<file path="config.mk">
export PLATFORM = sky130hd
export DESIGN_NAME = rps_match_controller
export DESIGN_NICKNAME = d
export VERILOG_FILES = /design/src/rtl/rps_match_controller.sv
export SDC_FILE = /design/constraint.sdc
export NUM_CORES = 1
export LEC_CHECK = 0
export CAP_MARGIN = 20
export CELL_PAD_IN_SITES_DETAIL_PLACEMENT = 1
export CELL_PAD_IN_SITES_GLOBAL_PLACEMENT = 1
export CORE_UTILIZATION = 41
export DETAILED_ROUTE_END_ITERATION = 16
export PLACE_DENSITY_LB_ADDON = 0.1
export RECOVER_POWER = 50
export SYNTH_ARGS = -nofsm -noshare
export SYNTH_HDL_FRONTEND = slang
export SYNTH_SLANG_ARGS = --single-unit
</file>
<file path="constraint.sdc">
create_clock -name clk -period 1.95 [get_ports clk]
set_input_delay 0.195 -clock clk [delete_from_list [all_inputs] [get_ports clk]]
set_output_delay 0.195 -clock clk [all_outputs]
set_load 0.02 [all_outputs]
</file>
<file path="src/rtl/rps_match_controller.sv">
// Round sequencer for the two-player rock-paper-scissors match: captures both
// moves, judges the round, holds the result for display and detects match end.
module rps_match_controller #(
  parameter int unsigned ROUNDS      = 8,
  parameter int unsigned SHOW_CYCLES = 4,
  parameter int unsigned EARLY_FIN   = 0
) (
  input  logic       clk,
  input  logic       rst_n,
  input  logic       start,
  input  logic [1:0] p1_move,
  input  logic       p1_valid,
  output logic       p1_ready,
  input  logic [1:0] p2_move,
  input  logic       p2_valid,
  output logic       p2_ready,
  output logic [3:0] round,
  output logic [3:0] win,
  output logic [3:0] lose,
  output logic [1:0] result,
  output logic       result_valid,
  output logic       fin,
  output logic [1:0] winner
);

  typedef enum logic [2:0] {IDLE, WAIT, JUDGE, SHOW, DONE} state_t;

  state_t     state;
  logic [1:0] p1_hold, p2_hold;
  logic       p1_held, p2_held;
  logic [7:0] show_cnt;
  logic       p1_cap, p2_cap;
  logic [1:0] outcome;
  logic [1:0] match_winner;
  logic [4:0] remaining, win_ext, lose_ext;
  logic       finish;

  function automatic logic beats(input logic [1:0] a, input logic [1:0] b);
    return (a == 2'b01 && b == 2'b11) ||
           (a == 2'b11 && b == 2'b10) ||
           (a == 2'b10 && b == 2'b01);
  endfunction

  // Ready depends only on registered state, so no input-to-output path exists.
  assign p1_ready = (state == WAIT) && !p1_held;
  assign p2_ready = (state == WAIT) && !p2_held;
  assign p1_cap   = p1_valid && p1_ready && (p1_move != 2'b00);
  assign p2_cap   = p2_valid && p2_ready && (p2_move != 2'b00);

  always_comb begin
    outcome = 2'b11;
    if (p1_hold == p2_hold)
      outcome = 2'b01;
    else if (beats(p1_hold, p2_hold))
      outcome = 2'b10;
  end

  always_comb begin
    match_winner = 2'b01;
    if (win > lose)
      match_winner = 2'b10;
    else if (lose > win)
      match_winner = 2'b11;
  end

  // 5-bit arithmetic keeps count + remaining rounds from overflowing.
  always_comb begin
    remaining = 5'(ROUNDS) - {1'b0, round};
    win_ext   = {1'b0, win};
    lose_ext  = {1'b0, lose};
    finish    = (round == 4'(ROUNDS)) ||
                ((EARLY_FIN != 0) &&
                 ((win_ext > lose_ext + remaining) || (lose_ext > win_ext + remaining)));
  end

  always_ff @(posedge clk or negedge rst_n) begin
    if (!rst_n) begin
      state        <= IDLE;
      p1_hold      <= '0;
      p2_hold      <= '0;
      p1_held      <= 1'b0;
      p2_held      <= 1'b0;
      show_cnt     <= '0;
      round        <= '0;
      win          <= '0;
      lose         <= '0;
      result       <= '0;
      result_valid <= 1'b0;
      fin          <= 1'b0;
      winner       <= '0;
    end else begin
      result_valid <= 1'b0;
      case (state)
        IDLE: begin
          if (start)
            state <= WAIT;
        end
        WAIT: begin
          if (p1_cap) begin
            p1_hold <= p1_move;
            p1_held <= 1'b1;
          end
          if (p2_cap) begin
            p2_hold <= p2_move;
            p2_held <= 1'b1;
          end
          if ((p1_held || p1_cap) && (p2_held || p2_cap))
            state <= JUDGE;
        end
        JUDGE: begin
          round <= round + 4'd1;
          if (outcome == 2'b10)
            win <= win + 4'd1;
          else if (outcome == 2'b11)
            lose <= lose + 4'd1;
          result       <= outcome;
          result_valid <= 1'b1;
          p1_hold      <= '0;
          p2_hold      <= '0;
          p1_held      <= 1'b0;
          p2_held      <= 1'b0;
          show_cnt     <= 8'(SHOW_CYCLES - 1);
          state        <= SHOW;
        end
        SHOW: begin
          if (show_cnt == '0) begin
            if (finish) begin
              fin    <= 1'b1;
              winner <= match_winner;
              state  <= DONE;
            end else begin
              state <= WAIT;
            end
          end else begin
            show_cnt <= show_cnt - 8'd1;
          end
        end
        DONE: begin
          if (start) begin
            round  <= '0;
            win    <= '0;
            lose   <= '0;
            result <= '0;
            winner <= '0;
            fin    <= 1'b0;
            state  <= WAIT;
          end
        end
        default: state <= IDLE;
      endcase
    end
  end

endmodule
</file>
==> results.json, run 1 <==
{
  "maxCapViolCount": 0,
  "track_usage_pct": 21.33,
  "vias": 1586,
  "antenna_cells": 0,
  "status": "completed",
  "wirelength_um": 4793,
  "cts_buffers": 5,
  "dr.pass1.iters": 4,
  "cts_tree": "done",
  "dieArea_um2": 4931,
  "ctsHoldBuffers": 0,
  "grt_use_met3_pct": 4.185,
  "grt_start_max_net_pins": 36,
  "viasPerCell": 5.705,
  "async_flop_share_pct": 100.0,
  "drt-wirelength-per-cell_um": 17.24,
  "h-tree-depth": 2,
  "rows": 24,
  "synth-edff-count": 0,
  "peakVddDrop_v": 0.0007029,
  "die-height_um": 70.22,
  "p_comb_share_pct": 50.8,
  "syn_nets": 209,
  "syn-cell-area_um2": 1908,
  "grt_antenna_before_repair": 0,
  "powerDensity_nw_per_um2": 1644,
  "clock_sinks": 35,
  "skew_ns": 0.005296,
  "slew_violations": 0,
  "setup_viol": 0,
  "dp.final_hpwl_um": 3529,
  "yosysSeqAreaShare_pct": 45.90,
  "layoutNonFillerInstCount": 278,
  "cts_buffer_depth": 2,
  "yosys_warnings": 0,
  "clockRootBuffer": "clkbuf_8",
  "hp-class": "flip-flop to flip-flop",
  "grt_pass1_vias": 1744,
  "timing.final.hold_violations": 0,
  "num-nets-final": 245,
  "final_area_um2": 2377,
  "initialDrtViolationCount": 52,
  "grt_overflow_total": 0,
  "worst-path-max-fanout": 12,
  "p_int_mw": 2.218,
  "synth_top_cell_by_area": "dfrtp_1",
  "p_leak_nw": 1.060,
  "ant_nets": 0,
  "grt_pass1_wl_um": 8314,
  "rsz0062_at_grt": "false",
  "synth_area_leaders": "dfrtp_1 46%, ha_1 6.6%, nand2_1 3.9%",
  "power.share.sequential_pct": 35.6,
  "clk_pin_slew_worst_paths_ns": 0.07,
  "critPathCaptureType": "flip-flop",
  "netSwitchingPower_mw": 1.690,
  "p_clk_share_pct": 13.6,
  "min_period_ns": 1.816,
  "gp_congestion": 0.7904,
  "netlist_top_cells_count": "35 x dfrtp_1, 20 x nand2_1, 15 x nor2_1, 12 x o21ai_0, 10 x ha_1",
  "met1_usage_pct": 26.02,
  "place_area_um2": 2281,
  "startpoint_type": "flip-flop",
  "arrival_ns": 2.03,
  "swShare_pct": 43.25,
  "drive_gt1_share_pct": 12.39,
  "required_ns": 2.16,
  "globalRouteMet2Util_pct": 37.99,
  "slew_headroom_pct": 40.28,
  "synth.lib_cells_used.distinct": 49,
  "io_pins": 29,
  "synth_seq_cells": 35,
  "grt.busiest_layer": "met2",
  "areaGrowthSynthToFinish_pct": 24.59,
  "dp_cells": 271,
  "yosys_most_used_dff": "dfrtp_1",
  "fmax_ghz": 0.5508,
  "timing.final.crit_share_pct": 93.10,
  "die_w_um": 70.22,
  "synth_area_per_cell_um2": 10.04,
  "syn_inst": 190,
  "drcViolationCount": 0,
  "tightest_slew_ns": 0.8958,
  "cts_setup_buffers": 0,
  "hold_slack_ns": 0.4806,
  "worstSetupPathType": "flip-flop to flip-flop",
  "worst_skew_pair.late_latency_ns": 0.29,
  "synth.top_cell.area_share_pct": 45.90,
  "coreArea_um2": 4414,
  "port_buffers": 28,
  "post-synth-top-count-cell": "dfrtp_1",
  "start_util_pct": 43.23
}
cell type report:
type	count	area (µm²)
fill	478	2037
multi-input combinational	139	980.9
sequential	35	875.8
timing repair buffer	35	330.3
clock buffer	6	82.58
tap	52	65.06
inverter	10	37.54
clock inverter	1	5.005
what timing repair did:
action / 4_1_cts / 5_1_grt
pin swaps: 0 / 0
resized for setup: 4 / 3
endpoints found under the setup margin: 2 / 8
metrics by stage:
step	setup WS [ns]	total power, mW	utilization, %	setup TNS (ns)
after floorplan	0.09881	2.604	-	0
final	0.1345	3.908	53.85	0
after CTS	0.007785	3.945	53.66	0
after global routing	0.03187	4.226	53.85	0
after detailed placement	-0.009327	3.405	51.67	-0.009327
after global placement	0.03667	3.255	51.67	0
cell families after synthesis:
kind of cell	count (synthesis)	synth area share, %
AND/OR/NAND/NOR	74	22.36
AO/OA/AOI/OAI	43	15.80
flip-flops	35	45.90
buffers and inverters	16	3.278
adder cells (fa/ha/maj)	10	6.557
multiplexers	7	3.803
XOR/XNOR	5	2.296
power groups by stage:
stage	Clock (mW)	Sequential (mW)	Combinational [mW]
after global routing	0.573	1.45	2.21
after detailed placement	0	1.40	2.00
after CTS	0.549	1.39	2.00
final	0.533	1.39	1.98
after global placement	0	1.36	1.89
after floorplan	0	1.52	1.09
routing by layer:
layer,share of wire (%),wire [µm]
met1,44,2109
met2,52,2500
met3,2.8,133
met4,1.0,49
met5,0,0
state kept, by name (all words and copies together) (netlist names), 2 cells and up:
name,count
p2_hold,2
result,2
lose,4
state,3
p1_hold,2
show_cnt,8
win,4
round,4
winner,2
path summary, 6_finish.rpt:
kind                          endpoint  cells past startpoint  slack (ns)      from
max                            lose[0]                      7        0.13  state[2]
min                                fin                      2        0.48       fin
max reg2reg                    lose[0]                      7        0.13  state[2]
min reg2reg                        fin                      2        0.48       fin
max in group asynchronous   p2_hold[1]                      2        0.82     rst_n
min in group asynchronous  show_cnt[7]                      2        0.56     rst_n
cell usage in the layout, fill, tap and decap left out, types with 2 or more instances in the layout:
cell type and instances:
a22o_1 5, nand3_1 7, inv_1 9, nor2_1 14, mux2i_1 5, dfrtp_1 35, dlygate4sd3_1 9, a21o_1 2
o21ai_0 12, a22oi_1 3, xor2_1 2, nor2b_1 2, nand2_1 20, clkdlybuf4s50_1 17, a32o_1 2, a21oi_1 6
nand2b_1 5, nand4_1 5, or3_1 3, clkbuf_8 6, ha_1 10, buf_4 6, and3_1 3, o31ai_1 3
xnor2_1 3
critical path, cell delays in order, from the launching register on:
cell      delay, ns
dfrtp_1        0.38
buf_4          0.15
nor2b_1        0.24
nand2b_1       0.20
inv_2          0.15
buf_4          0.22
and3_1         0.21
mux2i_1        0.20
Note: power is estimated with default switching activity, not from simulation.
==> run 2: changes to the inputs <==
Settings changed: CORE_MARGIN from default to 2.
==> run 2 against run 1 <==
Clock skew rose by 0.00081 ns; setup slack got worse by 0.059 ns; wire length fell by 3.2%; clock power fell by 3%; first-iteration DRC count fell by 5.8%; critical path depth fell by 4; register-to-register slack improved by 0.04 ns; total power fell by 1.0%; fmax fell by 3.2%; count of clock-buffer cells in the layout fell by 1; critical endpoint is now p2_ready; largest cell class unchanged; largest power group unchanged; highest routed layer unchanged.
==> results.json, run 2 (synthesized netlist as in run 1, its figures left out) <==
{
  "coreArea_um2": 4414,
  "h-tree-depth": 2,
  "hp-start": "fin",
  "maxCapViolCount": 0,
  "timing.final.hold_violations": 0,
  "grt_pass1_vias": 1744,
  "wirelength_um": 4639,
  "areaGrowthSynthToFinish_pct": 24.33,
  "cts_tree": "done",
  "powerDensity_nw_per_um2": 1630,
  "track_usage_pct": 20.25,
  "grt_pass1_wl_um": 8224,
  "p_leak_nw": 1.059,
  "mostFrequentLayoutCells": "35 x dfrtp_1, 20 x nand2_1, 17 x clkdlybuf4s50_1",
  "dp_slack_ns": -0.002407,
  "worst_skew_pair.late_latency_ns": 0.29,
  "fill_cells": 484,
  "hp-class": "flip-flop to flip-flop",
  "skew_ns": 0.006105,
  "setup_viol": 0,
  "drt-wirelength-per-cell_um": 16.63,
  "dr.pass1.iters": 4,
  "worst-path-max-fanout": 6,
  "cts_setup_buffers": 0,
  "drcViolationCount": 0,
  "largest_reg_flops": 8,
  "layout_commonest_cell": "dfrtp_1",
  "cts_buffers": 5,
  "num-nets-final": 245,
  "slew_violations": 0,
  "antenna_cells": 0,
  "critPathCaptureType": "output pin",
  "final_area_um2": 2372,
  "clockRootBuffer": "clkbuf_8",
  "gp_congestion": 0.8079,
  "die_w_um": 72.22,
  "clock_sinks": 35,
  "fmax_ghz": 0.5334,
  "min_period_ns": 1.875,
  "peakVddDrop_v": 0.0006808,
  "register_area_um2": 875.8,
  "io_pins": 29,
  "multi_input_area_um2": 978.4,
  "slew_headroom_pct": 41.85,
  "dieArea_um2": 5216,
  "grt_overflow_total": 0,
  "fin_ws_ns": 0.07510,
  "grt_start_max_net_pins": 36,
  "startpoint_type": "flip-flop",
  "hold_slack_ns": 0.4749,
  "drive_gt1_share_pct": 12.78,
  "whs_endpoint": "fin",
  "required_ns": 1.75,
  "r2r_slack_ns": 0.17,
  "viasPerCell": 5.599,
  "grt_antenna_before_repair": 0,
  "r2r_cells": 4,
  "rows": 24,
  "die-height_um": 72.22,
  "arrival_ns": 1.68,
  "vias": 1562,
  "clk_pin_slew_worst_paths_ns": 0.07,
  "place_area_um2": 2281,
  "start_util_pct": 43.23,
  "finalSetupTns_ns": 0,
  "worstReg2RegEnd": "show_cnt[7]",
  "port_buffers": 28,
  "layoutNonFillerInstCount": 279,
  "rsz0062_at_grt": "false",
  "dp.final_hpwl_um": 3479,
  "tightest_slew_ns": 0.8723,
  "whs_path_depth": 2,
  "worstSetupPathType": "flip-flop to output pin",
  "ant_nets": 0,
  "dp_cells": 271,
  "r2r-start": "show_cnt[5]",
  "initialDrtViolationCount": 49,
  "cts_buffer_depth": 2,
  "top_register": "show_cnt",
  "timing.final.crit_share_pct": 96.15,
  "status": "completed"
}
==> run 2: how the worst max path moves through the flow <==
| stage | end | from |
|---|---|---|
| 2_1_floorplan | p2_hold[1] | state[2] |
| 3_3_place_gp | p2_ready | state[1] |
| 3_5_place_dp | p2_ready | state[1] |
| 4_1_cts | lose[3] | p2_hold[0] |
| 5_1_grt | p1_ready | state[1] |
| 6_report | p2_ready | state[1] |
==> run 2: final cells by class <==
cell class | count | share of cell area, %
inverters | 10 | 1.582
clock inverters | 3 | 0.6329
well taps | 52 | 2.743
repair buffers | 35 | 13.98
flip-flops and latches | 35 | 36.92
multi-input cells | 139 | 41.24
clock buffers | 5 | 2.901
==> run 2: layer usage <==
metal  part of all wire (%)  global-route usage, %
met5                      0                      0
met1                     44                  24.78
met2                     52                  35.88
met3                    2.3                  3.472
met4                    1.3                  6.918
==> run 2: timing repair <==
| action | CTS | global route |
|---|---|---|
| hold buffers | 0 | 0 |
| pin swaps | 0 | 0 |
| setup endpoints to repair | 2 | 8 |
| resized for setup | 4 | 3 |
==> run 2: worst max-delay path, stage by stage (launching register included) <==
cell             delay [ns]
dfrtp_1                0.38
or3b_2                 0.57
nor2_2                 0.16
clkdlybuf4s15_2        0.28
==> run 2: stage by stage <==
step                      power [mW]  util (%)
after detailed placement       3.396     51.67
after global placement         3.259     51.67
after CTS                      3.918     53.57
final                          3.867     53.74
after global routing           4.206     53.74
after floorplan                2.604         -
==> run 2: where the power goes <==
part           total, mW  internal [mW]  leakage, nW  switching [mW]
Clock              0.518          0.244       0.0477           0.273
Sequential          1.39           1.04        0.408           0.342
Combinational       1.96          0.894        0.604            1.07
Total               3.87           2.18         1.06            1.69
==> run 3: changes to the inputs <==
==> constraint.sdc (replaced) <==
create_clock -name clk -period 1.95 [get_ports clk]
set_input_delay 0.195 -clock clk [delete_from_list [all_inputs] [get_ports clk]]
set_output_delay 0.195 -clock clk [all_outputs]
set_load 0.01 [all_outputs]
==> run 3 against run 2 <==
First-iteration DRC count fell by 27%; critical path type is now flip-flop to flip-flop; largest power group unchanged; critical path depth rose by 1; final area rose by 0.16%; sequential power barely moved.
==> results.json, run 3 (synthesized netlist as in run 1, its figures left out) <==
{
  "hp-start": "fin",
  "cts_tree": "done",
  "dieArea_um2": 5216,
  "whs_endpoint": "fin",
  "tightest_slew_ns": 0.8795,
  "antenna_cells": 0,
  "status": "completed",
  "wirelength_um": 4714,
  "whs_path_depth": 2,
  "grt_pass1_vias": 1688,
  "rows": 24,
  "grt_antenna_before_repair": 0,
  "grt_start_max_net_pins": 36,
  "start_util_pct": 43.23,
  "worst-path-max-fanout": 6,
  "setup_viol": 0,
  "cts_buffers": 5,
  "initialDrtViolationCount": 36,
  "areaGrowthSynthToFinish_pct": 24.52,
  "worstSetupPathType": "flip-flop to flip-flop",
  "dr.pass1.iters": 4,
  "timing.final.crit_share_pct": 92.18,
  "clockRootBuffer": "clkbuf_8",
  "hp-class": "flip-flop to flip-flop",
  "peakVddDrop_v": 0.0007130,
  "fmax_ghz": 0.5563,
  "num-nets-final": 245,
  "finalSetupTns_ns": 0,
  "crit_chain": "nor3_4 -> or3b_1 -> mux2_1 -> a22o_1",
  "clk_pin_slew_worst_paths_ns": 0.08,
  "powerDensity_nw_per_um2": 1580,
  "layout_commonest_cell": "dfrtp_1",
  "worst_skew_pair.late_latency_ns": 0.28,
  "gp_congestion": 0.8036,
  "rsz0062_at_grt": "false",
  "r2r_cells": 4,
  "mostFrequentLayoutCells": "35 x dfrtp_1, 20 x nand2_1, 17 x clkdlybuf4s50_1",
  "clock_sinks": 35,
  "grt_pass1_wl_um": 7879,
  "ant_nets": 0,
  "maxCapViolCount": 0,
  "skew_ns": 0.007551,
  "hold_slack_ns": 0.4824,
  "r2r-start": "show_cnt[5]",
  "crit_buf_inv": 0,
  "largest_reg_flops": 8,
  "place_area_um2": 2281,
  "h-tree-depth": 2,
  "arrival_ns": 1.97,
  "io_pins": 29,
  "drt-wirelength-per-cell_um": 16.90,
  "timing.final.hold_violations": 0,
  "drcViolationCount": 0,
  "cp_slowest_stage_delay_ns": 0.46,
  "critPathCaptureType": "flip-flop",
  "slew_headroom_pct": 41.37,
  "crit_family": "simple AND/OR/NAND/NOR gates",
  "cts_buffer_depth": 2,
  "min_period_ns": 1.798,
  "vias": 1562,
  "grt_overflow_total": 0,
  "drive_gt1_share_pct": 12.33,
  "worstReg2RegEnd": "show_cnt[7]",
  "viasPerCell": 5.599,
  "coreArea_um2": 4414,
  "dp.final_hpwl_um": 3496,
  "startpoint_type": "flip-flop",
  "track_usage_pct": 19.32,
  "final_area_um2": 2376,
  "top_register": "show_cnt",
  "p_leak_nw": 1.056,
  "required_ns": 2.13,
  "r2r_slack_ns": 0.15,
  "total_power_mw": 3.754,
  "slowest_stage": "dfrtp_1",
  "port_buffers": 28,
  "cts_setup_buffers": 0,
  "die_w_um": 72.22,
  "slew_violations": 0,
  "die-height_um": 72.22
}
[run 3: cell types whose count changed in the layout (fill, tap and decap cells not counted), sizes merged]
| cell | change |
|---|---|
| clkinv | -2 |
| clkinvlp | +2 |
| dlygate4sd2 | +2 |
| clkdlybuf4s15 | -2 |
[run 3: worst min-delay path, stage by stage, from the launching register on]
cell and delay (ns):
dfrtp_1 0.34, nand2_1 0.05, nand2_1 0.06
[run 3: report_power, final]
part           leakage (nW)  internal, mW  switching (mW)
registers             0.408          1.04           0.347
logic                 0.608         0.892           0.941
clock network        0.0402         0.249           0.283
[run 3: how the worst max path moves through the flow]
stage	from	endpoint	slack (ns)	cells past startpoint
after floorplan	state[2]	p2_hold[1]	0.25	5
after global placement	state[1]	p2_ready	0.10	3
after detailed placement	state[1]	p2_ready	0.06	3
after CTS	p2_hold[0]	lose[0]	0.08	4
after global routing	state[2]	lose[1]	0.07	7
final	show_cnt[5]	show_cnt[7]	0.15	4
[run 3: metrics by stage]
stage               cells  worst slack, ns  util, %
global placement      271           0.1029    51.67
global route          279          0.07394    53.83
detailed placement    271          0.05639    51.67
CTS                   279          0.08127    53.74
finish                279           0.1524    53.83
floorplan             190           0.2463        -
[run 3: repair_timing]
action,in CTS,in global routing
setup endpoints to repair,2,4
hold buffers,0,0
resized for setup,4,1
[run 3: layout make-up]
| class | instances | area [µm²] |
|---|---|---|
| clock buffers | 5 | 68.82 |
| repair buffers | 35 | 327.8 |
| fillers | 484 | 2038 |
| multi-input cells | 139 | 980.9 |
| clock inverters | 3 | 20.02 |
| well taps | 52 | 65.06 |
| inverters | 10 | 37.54 |
| flip-flops and latches | 35 | 875.8 |
[run 3: routing by layer]
metal	share of wire [%]	routed length, µm	GRT usage [%]	up-vias
li1	-	-	-	761
met1	44	2054	23.40	767
met2	52	2451	34.96	27
met3	3.2	150	3.889	7
met4	1.2	57	4.822	0
met5	0	0	0	-
